$ cat config.mk
export PLATFORM = sky130hd
export DESIGN_NAME = decoder_3to8_flat
export DESIGN_NICKNAME = d
export VERILOG_FILES = /design/src/rtl/decoder_3to8_if.sv /design/src/rtl/decoder_3to8.sv /design/src/flat_wrapper.sv
export SDC_FILE = /design/constraint.sdc
export NUM_CORES = 1
export LEC_CHECK = 0
export BUFFER_PORTS_ARGS = -buffer_cell sky130_fd_sc_hd__buf_2
export CAP_MARGIN = 25
export CORE_AREA = 2 2 39 41
export CTS_BUF_LIST = sky130_fd_sc_hd__clkbuf_4 sky130_fd_sc_hd__clkbuf_8
export CTS_CLUSTER_SIZE = 12
export DETAILED_ROUTE_END_ITERATION = 6
export DIE_AREA = 0 0 41 43
export PLACE_DENSITY = 0.52
export SETUP_SLACK_MARGIN = 0.5
export SLEW_MARGIN = 10
export SYNTH_ARGS = -nofsm -noshare
export SYNTH_HDL_FRONTEND = slang
export SYNTH_SLANG_ARGS = --single-unit
$ cat constraint.sdc
create_clock -name clk -period 0.8 [get_ports clk]
set_input_delay 0.04 -clock clk [delete_from_list [all_inputs] [get_ports clk]]
set_output_delay 0.04 -clock clk [all_outputs]
set_load 0.1 [all_outputs]
$ cat src/rtl/decoder_3to8_if.sv
// Select/strobe bus between a code source and the 3-to-8 decoder.
// Latency: n/a (wires only); the decoder registers out/out_valid one cycle after en/in.
// Backpressure: none; the source may present a new code every cycle.
interface decoder_3to8_if;
  logic       en;
  logic [2:0] in;
  logic [7:0] out;
  logic       out_valid;

  // Code source side: drives the select, observes the decoded strobe.
  modport master (
    output en,
    output in,
    input  out,
    input  out_valid
  );

  // Decoder side: samples the select, drives the registered strobe.
  modport slave (
    input  en,
    input  in,
    output out,
    output out_valid
  );
endinterface

$ cat src/rtl/decoder_3to8.sv
// Registered 3-to-8 one-hot decoder with enable; build macro DECODER_3TO8_ACTIVE_LOW_EN selects active-low out (74x138 style).
// Latency: 1 cycle from en/in sampled at a rising clk edge to out/out_valid.
// Backpressure: none; accepts one code per cycle, out_valid is always active-high.
module decoder_3to8 (
  input  logic           clk,
  input  logic           rst_n,
  decoder_3to8_if.slave  bus
);

  // Pattern shown while disabled or in reset: no line asserted in either polarity.
`ifdef DECODER_3TO8_ACTIVE_LOW_EN
  localparam logic [7:0] OUT_IDLE = 8'hFF;
`else
  localparam logic [7:0] OUT_IDLE = 8'h00;
`endif

  logic [7:0] onehot;
  logic [7:0] out_d;
  logic [7:0] out_q;
  logic       out_valid_d;
  logic       out_valid_q;

  // Next-state: decode the select into one asserted line, or the idle pattern when disabled.
  always_comb begin
    onehot      = 8'd1 << bus.in;
    out_d       = OUT_IDLE;
    out_valid_d = 1'b0;
    if (bus.en) begin
`ifdef DECODER_3TO8_ACTIVE_LOW_EN
      out_d = ~onehot;
`else
      out_d = onehot;
`endif
      out_valid_d = 1'b1;
    end
  end

  // Capture the decode so consumers see a glitch-free word; reset clears it without a clock.
  always_ff @(posedge clk or negedge rst_n) begin
    if (!rst_n) begin
      out_q       <= OUT_IDLE;
      out_valid_q <= 1'b0;
    end else begin
      out_q       <= out_d;
      out_valid_q <= out_valid_d;
    end
  end

  assign bus.out       = out_q;
  assign bus.out_valid = out_valid_q;

endmodule

$ cat src/flat_wrapper.sv
// flat-port wrapper written by rule: the top's interface ports become plain ports
module decoder_3to8_flat 
  (clk, rst_n, bus_en, bus_in, bus_out, bus_out_valid);
  decoder_3to8_if bus_i ();
  input  logic clk;
  input  logic rst_n;
  input wire logic [$bits(bus_i.en)-1:0] bus_en;
  input wire logic [$bits(bus_i.in)-1:0] bus_in;
  output wire logic [$bits(bus_i.out)-1:0] bus_out;
  output wire logic [$bits(bus_i.out_valid)-1:0] bus_out_valid;
  assign bus_i.en = bus_en;
  assign bus_i.in = bus_in;
  assign bus_out = bus_i.out;
  assign bus_out_valid = bus_i.out_valid;
  decoder_3to8 u_core (.clk(clk), .rst_n(rst_n), .bus(bus_i));
endmodule
==> run metrics, run 1 <==
Crit Path Max Fanout=1; RSZ-0062 raised after global routing=yes; Seq/Total Area, Yosys=0.7004; syn_area_per_cell=18.92 um2; dpl ws=0.1270 ns; DIE HEIGHT=43 um; DRT iter0 DRCs=2; status=finished, violations left; Congestion Overflow GR=0; area of the die=1763 um2; IO Pins=15; Mapped Nets=23; Mapped Area=321.6 um2; dpl cells=47; most frequent cells after synthesis=dfrtp_1 (9), and4b_2 (3), and4bb_2 (3), and4_2 (1), nor4b_2 (1); Synth Flop Type=dfrtp_1; CP Cell Sequence=buf_12; Critical Path Sink Type=output port; power per standard cell area=1723 nW/um2; DR vias/cell=4.176; detailed-router iteration count before antenna repair=2; residual DRC count=0; Yosys top cell area share=0.7004; Worst path top cell family by delay=flip-flops; fraction of layout cells with a size suffix above 1=1.000; Tightest Hold Check Type=in -> async; number of global-route vias before repair=199; startpoint types=flip-flop; DR WL/cell=10.71 um; Area Overhead vs Synth=91.83%; initial antenna violation count=0; CP max stage delay=0.48 ns; core area=1384 um2; cell taking the most area after synthesis=dfrtp_1; Yosys reg bits=9; Post-synth EDFFs=0; synth warn=0; Clock Pin Slew Worst Setup and Hold Paths=0.06 ns; final hold vios=11; number of buffers created by CTS=3; final critical-path required period=0.9429 ns; vias=213; Max Cap Viol=0; WS Path Type=reg -> out; H-tree depth=1; most numerous cell in the Yosys netlist=dfrtp_1; largest net degree at the start of global routing=10; ys async rst share=1.000; DP HPWL=417.8 um; # rows=14; setup TNS=-1.261 ns; Root Driver=clkbuf_4; Final WS setup=-0.1429 ns; distinct cell type count after synthesis=5; final setup fails=9; Worst EP arrival=0.90 ns; routed wire length=546 um; first-pass GRT wire length=841 um; max frequency=1.061 GHz; Post-layout nets=42; Max VDD drop=635.5 uV; post-synthesis cell count=17; Slew Limit Fails=0; failing checks=hold timing, setup timing; Area contributors post-synth=dfrtp_1 (70%), and4bb_2 (12%), and4b_2 (11%); slew margin rel.=0.8734; Overall Global Routing Usage=0.08393; Initial Utilization=0.2324; fin crit share=1.179; clock sinks=9; worst hold margin=-0.3807 ns; Ant. Diodes=0; CTS max path bufs=2; post-route ant nets=0; IO Port Bufs=14; Leak Pwr=0.0002552 uW; measured slew at the worst slew-check pin=0.1899 ns; TritonCTS clock tree=built; WP data required=0.76 ns; final core utilization=0.4458; final cell count without fillers=51; worst path bufs/invs=1; GP Congestion=0.6920; Slowest-stage cell, CP=dfrtp_4; Die Wd=41 um
-- final cells by class --
type,count,area [um2]
Clock buffer,4,30.03
Fill cell,120,767.0
Multi-Input combinational cell,8,97.59
Sequential cell,9,259.0
Tap cell,16,20.02
Timing Repair Buffer,14,210.2
-- routing by layer --
metal / share of wire / routed length [um] / vias to the layer above / global-route usage
met5: 0 / 0 / - / 0
met4: 0 / 0 / 0 / 0.1400
met3: 0.075 / 41 / 0 / 0.03141
met2: 0.52 / 282 / 10 / 0.09375
met1: 0.41 / 223 / 100 / 0.08562
li1: - / - / 103 / -
-- placed cells by master (no fill, tap or decap) --
| master | synthesis | layout |
|---|---|---|
| buf_12 | 0 | 9 |
| dfrtp_4 | 0 | 9 |
| clkbuf_4 | 0 | 5 |
| and4b_2 | 3 | 3 |
| and4bb_2 | 3 | 3 |
| buf_2 | 0 | 3 |
| nor4b_2 | 1 | 1 |
| and4_4 | 0 | 1 |
| buf_4 | 0 | 1 |
-- through the flow --
step                instance area, um2  power, uW
global route                     616.8       1101
finish                           616.8       1063
global placement                 581.8      699.3
detailed placement               581.8      703.3
floorplan                        356.6      603.8
CTS                              611.8       1083
-- flip-flops by register name, summed over array words and instances, names as in the netlist --
register,cells
u_core.bus.out_valid,1
u_core.bus.out,8
-- report_power, final --
group | internal [uW] | switching, uW | leakage [uW]
sequential | 476 | 10.4 | 0.000106
clock | 225 | 144 | 0.0000184
combinational | 75.9 | 132 | 0.000131
total | 777 | 286 | 0.000255
-- cells by family after synthesis --
family / count (synthesis) / synth area share
AND/OR/NAND/NOR: 8 / 0.2996
flip-flops: 9 / 0.7004
-- worst max path at each step --
stage                                      startpoint    endpoint  slack [ns]  cells past startpoint
after floorplan           u_core.bus.out[0]$_DFF_PN0_  bus_out[0]        0.17                      0
after global placement    u_core.bus.out[1]$_DFF_PN0_  bus_out[1]        0.13                      1
after detailed placement  u_core.bus.out[3]$_DFF_PN0_  bus_out[3]        0.13                      1
after CTS                 u_core.bus.out[4]$_DFF_PN0_  bus_out[4]       -0.16                      1
after global routing      u_core.bus.out[2]$_DFF_PN0_  bus_out[2]       -0.17                      1
final                     u_core.bus.out[4]$_DFF_PN0_  bus_out[4]       -0.14                      1
-- timing repair --
item,4_1_cts,5_1_grt
setup buffers,0,0
hold endpoints to repair,10,11
endpoints found under the setup margin,9,12
resized for setup,0,3
pin swaps,0,1
No activity file was read; power rests on OpenSTA's default activity.
==> run 2: changes to the inputs <==
--- a/config.mk
+++ b/config.mk
@@ -13,6 +13,7 @@
 export DETAILED_ROUTE_END_ITERATION = 6
 export DIE_AREA = 0 0 41 43
 export PLACE_DENSITY = 0.52
+export REMOVE_ABC_BUFFERS = 1
 export SETUP_SLACK_MARGIN = 0.5
 export SLEW_MARGIN = 10
 export SYNTH_ARGS = -nofsm -noshare
==> run 2 against run 1 <==
Net effect:
- the flow still finishes with violations (hold timing, setup timing)
- sequential share of layout area shrank 2.9 points
- global-route usage shrank 0.22 points
- cell count is the same
- highest routed layer is now met4
==> run metrics, run 2 (same netlist as run 1, synthesis figures left out) <==
first-pass GRT wire length=841 um; failing checks=hold timing, setup timing; DR vias/cell=4.353; fraction of layout cells with a size suffix above 1=0.7429; measured slew at the worst slew-check pin=0.1945 ns; Slew Limit Fails=0; WS Path Type=reg -> out; footprint of the multi-input gates=96.34 um2; CTS max path bufs=2; CP Cell Sequence=buf_12; WP depth=1; Crit Path Max Fanout=1; Root Driver=clkbuf_4; power per standard cell area=1836 nW/um2; number of global-route vias before repair=193; TritonCTS clock tree=built; # rows=14; DIE HEIGHT=43 um; clock sinks=9; sequential standard cell area=225.2 um2; Post-layout nets=42; H-tree depth=1; dpl ws=0.1964 ns; initial antenna violation count=0; startpoint types=flip-flop; DRT iter0 DRCs=2; final hold vios=10; Critical Path Sink Type=output port; detailed-router iteration count before antenna repair=2; RSZ-0062 raised after global routing=yes; final cell count without fillers=51; GP Congestion=0.6789; final setup fails=9; worst path bufs/invs=1; Max VDD drop=754.4 uV; number of buffers created by CTS=3; IO Port Bufs=14; Worst path top cell family by delay=flip-flops; IO Pins=15; core area=1384 um2; Slowest-stage cell, CP=dfrtp_1; Overall Global Routing Usage=0.08172; DR WL/cell=11.55 um; residual DRC count=0; Area Overhead vs Synth=79.38%; dpl cells=47; Leak Pwr=0.0002687 uW; Final WS setup=-0.07764 ns; WP data required=0.76 ns; Clock Pin Slew Worst Setup and Hold Paths=0.06 ns; CP max stage delay=0.40 ns; slew margin rel.=0.8704; Congestion Overflow GR=0; worst hold margin=-0.3867 ns; FILL cells=123; commonest cells after routing, fill and taps aside=buf_12 (9), dfrtp_1 (9), buf_2 (5); post-CTS sizing=0; max frequency=1.139 GHz; max reg flops=8; vias=222; Tightest Hold Check Type=in -> async; status=finished, violations left; fin crit share=1.097; Die Wd=41 um; Worst EP arrival=0.84 ns; Max Cap Viol=0; post-route ant nets=0; routed wire length=589 um; Initial Utilization=0.2324; area of the die=1763 um2; Ant. Diodes=0; largest net degree at the start of global routing=10; final critical-path required period=0.8776 ns; power after layout=1059 uW
## run 2: layout make-up
class / count / area share
Tap cell: 16 / 0.03471
Multi-Input combinational cell: 8 / 0.1670
Timing Repair Buffer: 14 / 0.3557
Sequential cell: 9 / 0.3905
Clock buffer: 4 / 0.05206
## run 2: path summary, 6_finish.rpt
path | from | to | slack, ns
max in group asynchronous | rst_n | u_core.bus.out[2]$_DFF_PN0_ | 1.01
worst max-delay path | u_core.bus.out[1]$_DFF_PN0_ | bus_out[1] | -0.08
min in group clk | bus_en | u_core.bus.out_valid$_DFF_PN0_ | -0.03
worst min-delay path | rst_n | u_core.bus.out_valid$_DFF_PN0_ | -0.39
## run 2: what timing repair did
| item | CTS | global route |
|---|---|---|
| endpoints found under the hold margin | 10 | 10 |
| setup buffers | 0 | 0 |
| gates cloned | 0 | 0 |
| endpoints found under the setup margin | 9 | 9 |
## run 2: through the flow
stage / TNS (ns) / utilization / cell area, um2 / hold WS, ns
after floorplan: -1.109 / - / 321.6 / -0.2556
after global placement: 0 / 0.3951 / 546.8 / -0.1124
after detailed placement: 0 / 0.3951 / 546.8 / -0.1027
after CTS: -0.7335 / 0.4168 / 576.8 / -0.3884
after global routing: -0.8074 / 0.4168 / 576.8 / -0.3819
final: -0.6128 / 0.4168 / 576.8 / -0.3867
## run 2: report_power, final
part	switching [uW]	internal, uW	total (uW)
combinational	131	72.0	203
sequential	10.6	468	479
clock	152	226	377
## run 2: layer usage
metal / track usage / wire, um / part of all wire
met5: 0 / 0 / 0
met4: 0.1000 / 21 / 0.036
met3: 0.03665 / 66 / 0.11
met2: 0.1094 / 298 / 0.51
met1: 0.07823 / 202 / 0.34
